<file path="config.mk">
export PLATFORM = sky130hd
export DESIGN_NAME = ps2_key_tracker_flat
export DESIGN_NICKNAME = d
export VERILOG_FILES = /design/src/rtl/ps2_key_tracker_if.sv /design/src/rtl/ps2_key_tracker.sv /design/src/flat_wrapper.sv
export SDC_FILE = /design/constraint.sdc
export NUM_CORES = 1
export LEC_CHECK = 0
export ABC_AREA = 1
export BUFFER_PORTS_ARGS = -buffer_cell sky130_fd_sc_hd__buf_2
export CAP_MARGIN = 0
export CORE_AREA = 2 2 113 93
export DETAILED_ROUTE_END_ITERATION = 8
export DIE_AREA = 0 0 115 95
export GPL_ROUTABILITY_DRIVEN = 0
export PLACE_DENSITY = 0.51
export SYNTH_ARGS = -nofsm -noshare
export SYNTH_HDL_FRONTEND = slang
export SYNTH_SLANG_ARGS = --single-unit
</file>
<file path="constraint.sdc">
create_clock -name clk -period 1.5 [get_ports clk]
set_input_delay 0.225 -clock clk [delete_from_list [all_inputs] [get_ports clk]]
set_output_delay 0.225 -clock clk [all_outputs]
set_load 0.005 [all_outputs]
</file>
<file path="src/rtl/ps2_key_tracker_if.sv">
// Key-state interface between the PS/2 key tracker (producer) and the
// movement / debug logic (consumers).
//   wsad_down  : held level per key, [0]=W [1]=A [2]=S [3]=D
//   arrow_down : held level per key, [0]=Up [1]=Left [2]=Down [3]=Right
//   byte_valid : one-cycle pulse per good received byte
//   byte_data  : last good byte, held until the next one
//   frame_err  : one-cycle pulse on parity, stop-bit or timeout error
interface ps2_key_tracker_if;
   logic [3:0] wsad_down;
   logic [3:0] arrow_down;
   logic       byte_valid;
   logic [7:0] byte_data;
   logic       frame_err;

   modport master (
      output wsad_down,
      output arrow_down,
      output byte_valid,
      output byte_data,
      output frame_err
   );

   modport slave (
      input wsad_down,
      input arrow_down,
      input byte_valid,
      input byte_data,
      input frame_err
   );
endinterface

</file>
<file path="src/rtl/ps2_key_tracker.sv">
// PS/2 keyboard receiver with held/released tracking of WSAD and arrow keys.
//   clk      : system clock
//   rst_n    : asynchronous active-low reset
//   ps2_clk  : raw PS/2 clock pin (asynchronous)
//   ps2_data : raw PS/2 data pin (asynchronous)
//   kif      : key-state / byte-status outputs (master side)
//
// Receiver states:
//   state     | meaning
//   ST_IDLE   | waiting for a start bit (data low on a falling edge)
//   ST_DATA   | shifting in 8 data bits, LSB first
//   ST_PARITY | latching the odd-parity bit
//   ST_STOP   | checking stop bit and parity, then back to idle
module ps2_key_tracker #(
   parameter int FILTER_LEN = 8,
   parameter int TIMEOUT    = 50000
) (
   input  logic              clk,
   input  logic              rst_n,
   input  logic              ps2_clk,
   input  logic              ps2_data,
   ps2_key_tracker_if.master kif
);

   localparam int FW = $clog2(FILTER_LEN + 1);
   localparam int TW = $clog2(TIMEOUT + 1);

   typedef enum logic [1:0] {ST_IDLE, ST_DATA, ST_PARITY, ST_STOP} state_t;

   // index 0 = PS/2 clock, index 1 = PS/2 data
   logic [1:0]    sync1_q, sync2_q;
   logic [1:0]    filt_q, filt_d;
   logic [FW-1:0] fcnt_q [2];
   logic [FW-1:0] fcnt_d [2];
   logic          clk_prev_q;

   state_t        state_q, state_d;
   logic [2:0]    bit_cnt_q, bit_cnt_d;
   logic [7:0]    shift_q, shift_d;
   logic          parity_q, parity_d;
   logic [TW-1:0] tmo_q, tmo_d;
   logic          brk_q, brk_d, ext_q, ext_d;
   logic [3:0]    wsad_q, wsad_d, arrow_q, arrow_d;
   logic          byte_valid_q, byte_valid_d;
   logic [7:0]    byte_data_q, byte_data_d;
   logic          frame_err_q, frame_err_d;

   logic          fall, rx_data, good_byte;

   assign fall    = clk_prev_q & ~filt_q[0];
   assign rx_data = filt_q[1];

   // Filtered level flips on the FILTER_LEN-th consecutive differing sample.
   always_comb begin
      filt_d = filt_q;
      for (int i = 0; i < 2; i++) begin
         fcnt_d[i] = '0;
         if (sync2_q[i] != filt_q[i]) begin
            if (fcnt_q[i] == FW'(FILTER_LEN - 1)) begin
               filt_d[i] = sync2_q[i];
            end else begin
               fcnt_d[i] = fcnt_q[i] + FW'(1);
            end
         end
      end
   end

   always_comb begin
      state_d      = state_q;
      bit_cnt_d    = bit_cnt_q;
      shift_d      = shift_q;
      parity_d     = parity_q;
      brk_d        = brk_q;
      ext_d        = ext_q;
      wsad_d       = wsad_q;
      arrow_d      = arrow_q;
      byte_data_d  = byte_data_q;
      byte_valid_d = 1'b0;
      frame_err_d  = 1'b0;
      good_byte    = 1'b0;

      case (state_q)
         ST_IDLE: begin
            if (fall && !rx_data) begin
               state_d   = ST_DATA;
               bit_cnt_d = 3'd0;
            end
         end
         ST_DATA: begin
            if (fall) begin
               shift_d   = {rx_data, shift_q[7:1]};
               bit_cnt_d = bit_cnt_q + 3'd1;
               if (bit_cnt_q == 3'd7) state_d = ST_PARITY;
            end
         end
         ST_PARITY: begin
            if (fall) begin
               parity_d = rx_data;
               state_d  = ST_STOP;
            end
         end
         ST_STOP: begin
            if (fall) begin
               state_d = ST_IDLE;
               if (rx_data && (^{shift_q, parity_q})) good_byte   = 1'b1;
               else                                   frame_err_d = 1'b1;
            end
         end
         default: state_d = ST_IDLE;
      endcase

      // Counter saturates at TIMEOUT; an edge on the same cycle wins.
      if (state_q == ST_IDLE || fall) begin
         tmo_d = '0;
      end else if (tmo_q != TW'(TIMEOUT)) begin
         tmo_d = tmo_q + TW'(1);
      end else begin
         tmo_d       = tmo_q;
         state_d     = ST_IDLE;
         frame_err_d = 1'b1;
      end

      if (frame_err_d) begin
         brk_d = 1'b0;
         ext_d = 1'b0;
      end

      if (good_byte) begin
         byte_valid_d = 1'b1;
         byte_data_d  = shift_q;
         case (shift_q)
            8'hF0: brk_d = 1'b1;
            8'hE0: ext_d = 1'b1;
            8'hAA, 8'hFC: begin
               wsad_d  = 4'd0;
               arrow_d = 4'd0;
               brk_d   = 1'b0;
               ext_d   = 1'b0;
            end
            default: begin
               if (ext_q) begin
                  case (shift_q)
                     8'h75:   arrow_d[0] = ~brk_q;
                     8'h6B:   arrow_d[1] = ~brk_q;
                     8'h72:   arrow_d[2] = ~brk_q;
                     8'h74:   arrow_d[3] = ~brk_q;
                     default: ;
                  endcase
               end else begin
                  case (shift_q)
                     8'h1D:   wsad_d[0] = ~brk_q;
                     8'h1C:   wsad_d[1] = ~brk_q;
                     8'h1B:   wsad_d[2] = ~brk_q;
                     8'h23:   wsad_d[3] = ~brk_q;
                     default: ;
                  endcase
               end
               brk_d = 1'b0;
               ext_d = 1'b0;
            end
         endcase
      end
   end

   always_ff @(posedge clk or negedge rst_n) begin
      if (!rst_n) begin
         sync1_q      <= 2'b11;
         sync2_q      <= 2'b11;
         filt_q       <= 2'b11;
         fcnt_q[0]    <= '0;
         fcnt_q[1]    <= '0;
         clk_prev_q   <= 1'b1;
         state_q      <= ST_IDLE;
         bit_cnt_q    <= 3'd0;
         shift_q      <= 8'd0;
         parity_q     <= 1'b0;
         tmo_q        <= '0;
         brk_q        <= 1'b0;
         ext_q        <= 1'b0;
         wsad_q       <= 4'd0;
         arrow_q      <= 4'd0;
         byte_valid_q <= 1'b0;
         byte_data_q  <= 8'd0;
         frame_err_q  <= 1'b0;
      end else begin
         sync1_q      <= {ps2_data, ps2_clk};
         sync2_q      <= sync1_q;
         filt_q       <= filt_d;
         fcnt_q[0]    <= fcnt_d[0];
         fcnt_q[1]    <= fcnt_d[1];
         clk_prev_q   <= filt_q[0];
         state_q      <= state_d;
         bit_cnt_q    <= bit_cnt_d;
         shift_q      <= shift_d;
         parity_q     <= parity_d;
         tmo_q        <= tmo_d;
         brk_q        <= brk_d;
         ext_q        <= ext_d;
         wsad_q       <= wsad_d;
         arrow_q      <= arrow_d;
         byte_valid_q <= byte_valid_d;
         byte_data_q  <= byte_data_d;
         frame_err_q  <= frame_err_d;
      end
   end

   assign kif.wsad_down  = wsad_q;
   assign kif.arrow_down = arrow_q;
   assign kif.byte_valid = byte_valid_q;
   assign kif.byte_data  = byte_data_q;
   assign kif.frame_err  = frame_err_q;

endmodule

</file>
<file path="src/flat_wrapper.sv">
// flat-port wrapper written by rule: the top's interface ports become plain ports
module ps2_key_tracker_flat 
#(
   parameter int FILTER_LEN = 8,
   parameter int TIMEOUT    = 50000
)
  (clk, rst_n, ps2_clk, ps2_data, kif_wsad_down, kif_arrow_down, kif_byte_valid, kif_byte_data, kif_frame_err);
  ps2_key_tracker_if kif_i ();
  input  logic clk;
  input  logic rst_n;
  input  logic ps2_clk;
  input  logic ps2_data;
  output wire logic [$bits(kif_i.wsad_down)-1:0] kif_wsad_down;
  output wire logic [$bits(kif_i.arrow_down)-1:0] kif_arrow_down;
  output wire logic [$bits(kif_i.byte_valid)-1:0] kif_byte_valid;
  output wire logic [$bits(kif_i.byte_data)-1:0] kif_byte_data;
  output wire logic [$bits(kif_i.frame_err)-1:0] kif_frame_err;
  assign kif_wsad_down = kif_i.wsad_down;
  assign kif_arrow_down = kif_i.arrow_down;
  assign kif_byte_valid = kif_i.byte_valid;
  assign kif_byte_data = kif_i.byte_data;
  assign kif_frame_err = kif_i.frame_err;
  ps2_key_tracker #(.FILTER_LEN(FILTER_LEN), .TIMEOUT(TIMEOUT)) u_core (.clk(clk), .rst_n(rst_n), .ps2_clk(ps2_clk), .ps2_data(ps2_data), .kif(kif_i));
endmodule
</file>
==> flow_metrics.py, run 1 <==
metrics = {
    "floorplanning": {
        "io_pins": 22,
        "die_x_um": 115,
        "fp.dieArea_sq_um": 10930,
        "die_y_um": 95,
        "start_util": 0.3369,
        "rows": 33,
        "core_sq_um": 9910,
    },
    "cts": {
        "cts_max_path_buffers": 2,
        "cts.clk_slew.worst_paths_ns": 0.05,
        "cts.sinks": 65,
        "cts_buffers": 9,
        "cts_max_level": 3,
        "cts_root_buf": "clkbuf_16",
        "cts_tree": "built",
        "clk_latency_ns": 0.33,
    },
    "cells_and_area": {
        "layout_common_cells": "buf_4, nand2_1, dfrtp_1, inv_1, nand3_1",
        "antenna_cells": 0,
        "design_area_sq_um": 4902,
        "layout_commonest_cell": "buf_4",
        "layout.nets": 518,
        "drive_gt1_frac": 0.4561,
        "syn2layout_area_growth_pct": 46.85,
    },
    "min_path": {
        "hold_class": "reg -> reg",
    },
    "status": {
        "status": "finished, violations left",
        "violations": "setup timing",
    },
    "synth": {
        "syn_inst": 401,
        "yosys_warnings": 0,
        "synth_fp_nets": 411,
        "syn_avg_cell_area_sq_um": 8.325,
        "synth.ff_latch_count": 65,
        "synth_area_sq_um": 3338,
        "synth_edf_count": 0,
        "synthArstFlopShare": 1.000,
        "synthFlopType": "dfrtp_1",
        "synth_cell_types": 35,
        "yosysSeqAreaShare": 0.4899,
    },
    "detailed_routing": {
        "dr_wl_met3_um": 251,
        "vias": 2937,
        "wirelength_um": 7846,
        "drtIter0Drc": 93,
        "first_pass_iters": 4,
        "vias_per_cell": 4.625,
        "drt-met1-wl_um": 3900,
        "top_layer_used": "met4",
        "wl_met2_um": 3580,
        "drt.antenna.violating_nets": 0,
        "drc": 0,
        "wire_per_inst_um": 12.36,
    },
    "sta": {
        "slew_violations": 0,
        "post-route-period-util": 1.162,
        "hold_slack_ns": 0.3538,
        "rsz0062_at_grt": "yes",
        "setup-violations-final": 21,
        "tightest_slew_ns": 0.3567,
        "hold_violations": 0,
        "finalSetupTns_ns": -3.616,
        "min_period_ns": 1.743,
        "postLayoutSetupSlackWorst_ns": -0.2434,
        "maxSlewHeadroom": 0.7622,
        "fmax_mhz": 573.6,
        "finClkSkew_ns": 0.005844,
    },
    "critical_path": {
        "critPathKind": "reg -> reg",
        "cp_common_cell": "nand2_4",
        "worstSetupStartpointType": "register",
        "cp_cell_sequence": "inv_2, nand2_2, nand2_4, nand2_4, nand3_4, nand2_4, nand2_4, nand3_4, nor2_4, clkbuf_16, nand3_2, nand2_1, nand2_1",
        "required_ns": 1.72,
        "crit_path_top_delay_cell": "dfrtp_2",
        "crit_arrival_ns": 1.96,
        "worst-path-buf-inv": 2,
        "crit_family": "simple AND/OR/NAND/NOR gates",
        "critPathMaxStageDelay_ns": 0.46,
        "worst-path-max-fanout": 5,
        "cp-end-kind": "register",
    },
    "global_routing": {
        "grt_pass1_vias": 2798,
        "grt_pass1_wl_um": 12850,
        "grt_max_degree": 66,
        "grt_usage": 0.1495,
        "antenna_found_initial": 0,
        "grt-ovfl-total": 0,
    },
    "pwr": {
        "ir_worst_vdd_v": 0.0008487,
        "p_leak_uw": 0.002364,
        "powerDensity_nw_per_um2": 1172,
    },
    "placed_design": {
        "placed_cell_area_sq_um": 3995,
        "hpwl_um": 5063,
        "place.port_buffers": 21,
    },
    "job": {
        "cap_violations": 0,
    },
}
==> final timing paths <==
path                                                     from                                  end  slack [ns]  cells past startpoint
worst max-delay path            u_core.shift_q[3]$_DFFE_PN0P_  u_core.kif.wsad_down[2]$_DFFE_PN0P_       -0.24                     13
worst min-delay path              u_core.sync1_q[1]$_DFF_PN1_          u_core.sync2_q[1]$_DFF_PN1_        0.35                      0
worst max register to register  u_core.shift_q[3]$_DFFE_PN0P_  u_core.kif.wsad_down[2]$_DFFE_PN0P_       -0.24                     13
worst min register to register    u_core.sync1_q[1]$_DFF_PN1_          u_core.sync2_q[1]$_DFF_PN1_        0.35                      0
max in group asynchronous                               rst_n          u_core.sync2_q[1]$_DFF_PN1_        0.72                      3
min in group asynchronous                               rst_n      u_core.bit_cnt_q[2]$_DFFE_PN0P_        0.44                      3
==> worst reg2reg max path: stages, from the launching register on <==
cell	delay [ns]
dfrtp_2	0.46
inv_2	0.10
nand2_2	0.07
nand2_4	0.09
nand2_4	0.06
nand3_4	0.11
nand2_4	0.06
nand2_4	0.10
nand3_4	0.09
nor2_4	0.19
clkbuf_16	0.18
nand3_2	0.05
nand2_1	0.06
nand2_1	0.05
==> per-layer routing <==
layer / vias to the layer above / global-route usage
met3: 10 / 0.04750
met5: - / 0
met2: 36 / 0.2216
li1: 1527 / -
met4: 0 / 0.05120
met1: 1364 / 0.2062
==> stage by stage <==
stage	setup slack [ns]	instances	total power, uW	util
floorplan	-0.06094	401	2836	-
global placement	-0.2000	590	3353	0.4032
detailed placement	-0.2278	590	3380	0.4032
CTS	-0.1692	617	5506	0.4453
global route	-0.3213	635	6104	0.4947
finish	-0.2434	635	5744	0.4947
==> synthesized netlist by cell type (2+ instances only) <==
master	instances	share of area
a21oi_2	2	0.0052
ha_1	6	0.022
nor4_1	3	0.0056
inv_2	11	0.012
nor3_1	9	0.013
nand3_1	37	0.055
xor2_1	3	0.0079
nand4_1	6	0.011
nand3_2	4	0.012
inv_1	44	0.049
a211oi_1	2	0.0045
buf_6	3	0.010
o21ai_2	8	0.021
dfstp_2	7	0.055
nand2_2	8	0.015
nor2_1	35	0.039
clkbuf_1	2	0.0022
xnor2_1	4	0.010
o21ai_0	34	0.051
a21oi_1	15	0.022
dfrtp_1	58	0.43
nor2_2	3	0.0056
nand2_1	85	0.096
==> registers in the layout, indices dropped and copies added (netlist names), 3 cells and up <==
name	cells
u_core.bit_cnt_q	3
u_core.fcnt_q	8
u_core.kif.arrow_down	4
u_core.kif.byte_data	8
u_core.kif.wsad_down	4
u_core.shift_q	8
u_core.tmo_q	16
==> area by class of cell <==
class / count / area (sq um)
Fill cell: 920 / 5007
Multi-Input combinational cell: 276 / 1800
Sequential cell: 65 / 1644
Timing Repair Buffer: 101 / 803.3
Clock buffer: 13 / 250.2
Inverter: 55 / 211.5
Tap cell: 122 / 152.6
Clock inverter: 3 / 40.04
==> cell families after synthesis <==
group,Yosys count,share of synthesized area
simple gates,197,0.2781
flops,65,0.4899
compound gates,64,0.1121
buf+inv,61,0.07571
xor+xnor,7,0.01837
fa+ha+maj,6,0.02249
mux,1,0.003373
==> timing repair <==
item                                    CTS  global route
gates resized for setup                  15            99
endpoints found under the hold margin    60             0
hold buffers                              3             0
buffers inserted                          8            16
endpoints found under the setup margin   24            34
cloned                                    0             2
pin swaps                                 4            32
==> power by group <==
part | leakage (uW) | internal (uW) | switching (uW)
sequential | 0.000859 | 1980 | 188
combinational | 0.00136 | 724 | 803
clock | 0.000144 | 1330 | 725
total | 0.00236 | 4030 | 1720
Note: power is estimated with default switching activity, not from simulation.
==> run 2: changes to the inputs <==
CORE_AREA = 4 4 115 95   (was 2 2 113 93)
DIE_AREA = 0 0 119 99   (was 0 0 115 95)
==> flow_metrics.py, run 2 (synthesis gave the netlist of run 1 again) <==
metrics = {
    "status": {
        "status": "finished, violations left",
        "violations": "setup timing",
    },
    "floorplanning": {
        "die_x_um": 119,
        "core_sq_um": 9649,
        "rows": 32,
        "start_util": 0.3460,
        "fp.dieArea_sq_um": 11780,
        "die_y_um": 99,
        "io_pins": 22,
    },
    "cts": {
        "cts.clk_slew.worst_paths_ns": 0.06,
        "clk_latency_ns": 0.33,
        "cts.sinks": 65,
        "cts_max_path_buffers": 2,
        "cts_buffers": 9,
        "cts_max_level": 3,
        "cts_tree": "built",
        "cts_root_buf": "clkbuf_16",
    },
    "pwr": {
        "ir_worst_vdd_v": 0.0007260,
        "p_seq_frac": 0.366,
        "power.clock.fraction": 0.390,
        "switchingPower_uw": 1720,
        "power.internal_uw": 4185,
        "swShare": 0.2913,
        "combPwrFrac": 0.244,
        "p_leak_uw": 0.002298,
        "powerDensity_nw_per_um2": 1239,
    },
    "global_routing": {
        "grt_max_degree": 66,
        "antenna_found_initial": 0,
        "grt-ovfl-total": 0,
        "grt_pass1_vias": 2793,
        "grt_pass1_wl_um": 13110,
        "grt_usage": 0.1384,
    },
    "job": {
        "cap_violations": 0,
    },
    "sta": {
        "tightest_slew_ns": 0.3519,
        "min_period_ns": 1.690,
        "slew_violations": 0,
        "hold_violations": 0,
        "maxSlewHeadroom": 0.7654,
        "rsz0062_at_grt": "yes",
        "post-route-period-util": 1.127,
        "postLayoutSetupSlackWorst_ns": -0.1902,
        "hold_slack_ns": 0.3550,
        "finClkSkew_ns": 0.004350,
        "fmax_mhz": 591.7,
        "setup-violations-final": 20,
    },
    "detailed_routing": {
        "drt.antenna.violating_nets": 0,
        "drc": 0,
        "vias": 2910,
        "wirelength_um": 7800,
        "first_pass_iters": 4,
        "vias_per_cell": 4.554,
        "drtIter0Drc": 88,
        "wire_per_inst_um": 12.21,
    },
    "cells_and_area": {
        "regArea_sq_um": 1643,
        "largest_reg_flops": 16,
        "layout_commonest_cell": "nand2_1",
        "regMostFlops": "u_core.tmo_q",
        "layout_common_cells": "nand2_1, buf_4, dfrtp_1, inv_1, nand3_1",
        "drive_gt1_frac": 0.3996,
        "syn2layout_area_growth_pct": 42.77,
        "stdcell_count": 639,
        "utilization": 0.4939,
        "antenna_cells": 0,
        "multi_input_area_sq_um": 1695,
        "n_fill_cell": 923,
        "layout.nets": 508,
        "design_area_sq_um": 4766,
    },
    "critical_path": {
        "critPathKind": "reg -> reg",
        "crit_family": "simple AND/OR/NAND/NOR gates",
        "crit_arrival_ns": 1.95,
        "worstSetupStartpointType": "register",
        "cp-end-kind": "register",
        "worst-path-buf-inv": 1,
        "required_ns": 1.76,
        "crit_path_top_delay_cell": "dfrtp_1",
        "cp_cell_sequence": "buf_4, nand2_1, nand2_1, nand2_1, nand3_2, nand3_4, nand4_4, nor2_8, nand3_1, nand2_1",
        "cp_common_cell": "nand2_1",
        "worst-path-max-fanout": 10,
        "critPathMaxStageDelay_ns": 0.41,
    },
    "placed_design": {
        "hpwl_um": 5393,
        "dp_cells": 609,
        "place.port_buffers": 21,
        "placed_cell_area_sq_um": 4063,
    },
    "min_path": {
        "hold_class": "reg -> reg",
    },
}
[run 2: cell type report]
cell class / count / area share
clock inverter: 5 / 0.01628
tap: 136 / 0.03570
timing repair buffer: 92 / 0.1512
multi-input combinational: 275 / 0.3557
inverter: 55 / 0.04332
sequential: 65 / 0.3447
clock buffer: 11 / 0.05303
[run 2: metrics by stage]
stage / power [uW] / TNS, ns / setup WS [ns]
finish: 5905 / -2.859 / -0.1902
detailed placement: 3366 / -4.183 / -0.3296
global route: 6279 / -5.780 / -0.3415
floorplan: 2836 / -0.5388 / -0.06094
CTS: 5743 / -2.463 / -0.1831
global placement: 3337 / -3.630 / -0.2829
[run 2: worst register-to-register path: cells and delay by family (launching register included)]
| kind | cells | cell delay [ns] |
|---|---|---|
| simple gates | 9 | 1.08 |
| buf+inv | 1 | 0.15 |
| flops | 1 | 0.41 |
[run 2: per-layer routing]
metal	up-vias	wire, um	GRT usage
met5	-	0	0
met4	0	92	0.04096
met3	9	316	0.05164
met2	42	3426	0.2036
met1	1354	3965	0.1899
li1	1505	-	-
[run 2: path summary, 6_finish.rpt]
path / from / endpoint / slack [ns] / depth (start not counted)
max in group asynchronous: rst_n / u_core.sync1_q[1]$_DFF_PN1_ / 0.72 / 3
max reg2reg: u_core.shift_q[6]$_DFFE_PN0P_ / u_core.kif.wsad_down[3]$_DFFE_PN0P_ / -0.19 / 10
min: u_core.sync1_q[0]$_DFF_PN1_ / u_core.sync2_q[0]$_DFF_PN1_ / 0.35 / 0
max: u_core.shift_q[6]$_DFFE_PN0P_ / u_core.kif.wsad_down[3]$_DFFE_PN0P_ / -0.19 / 10
min reg2reg: u_core.sync1_q[0]$_DFF_PN1_ / u_core.sync2_q[0]$_DFF_PN1_ / 0.35 / 0
min in group asynchronous: rst_n / u_core.fcnt_q[6]$_DFF_PN0_ / 0.46 / 3
[run 2: timing repair]
item,in CTS,in global routing
endpoints found under the setup margin,24,30
hold endpoints to repair,60,0
gates cloned,0,1
resized for setup,23,49
setup buffers,2,8
hold buffers,3,0
pin swaps,3,11
[run 2: power groups by stage]
stage          Sequential [uW]  Combinational (uW)  Clock (uW)
3_5_place_dp              2160                1210           0
4_1_cts                   2130                1230        2380
2_1_floorplan             2130                 701           0
6_report                  2160                1440        2310
3_3_place_gp              2150                1180           0
5_1_grt                   2190                1640        2450
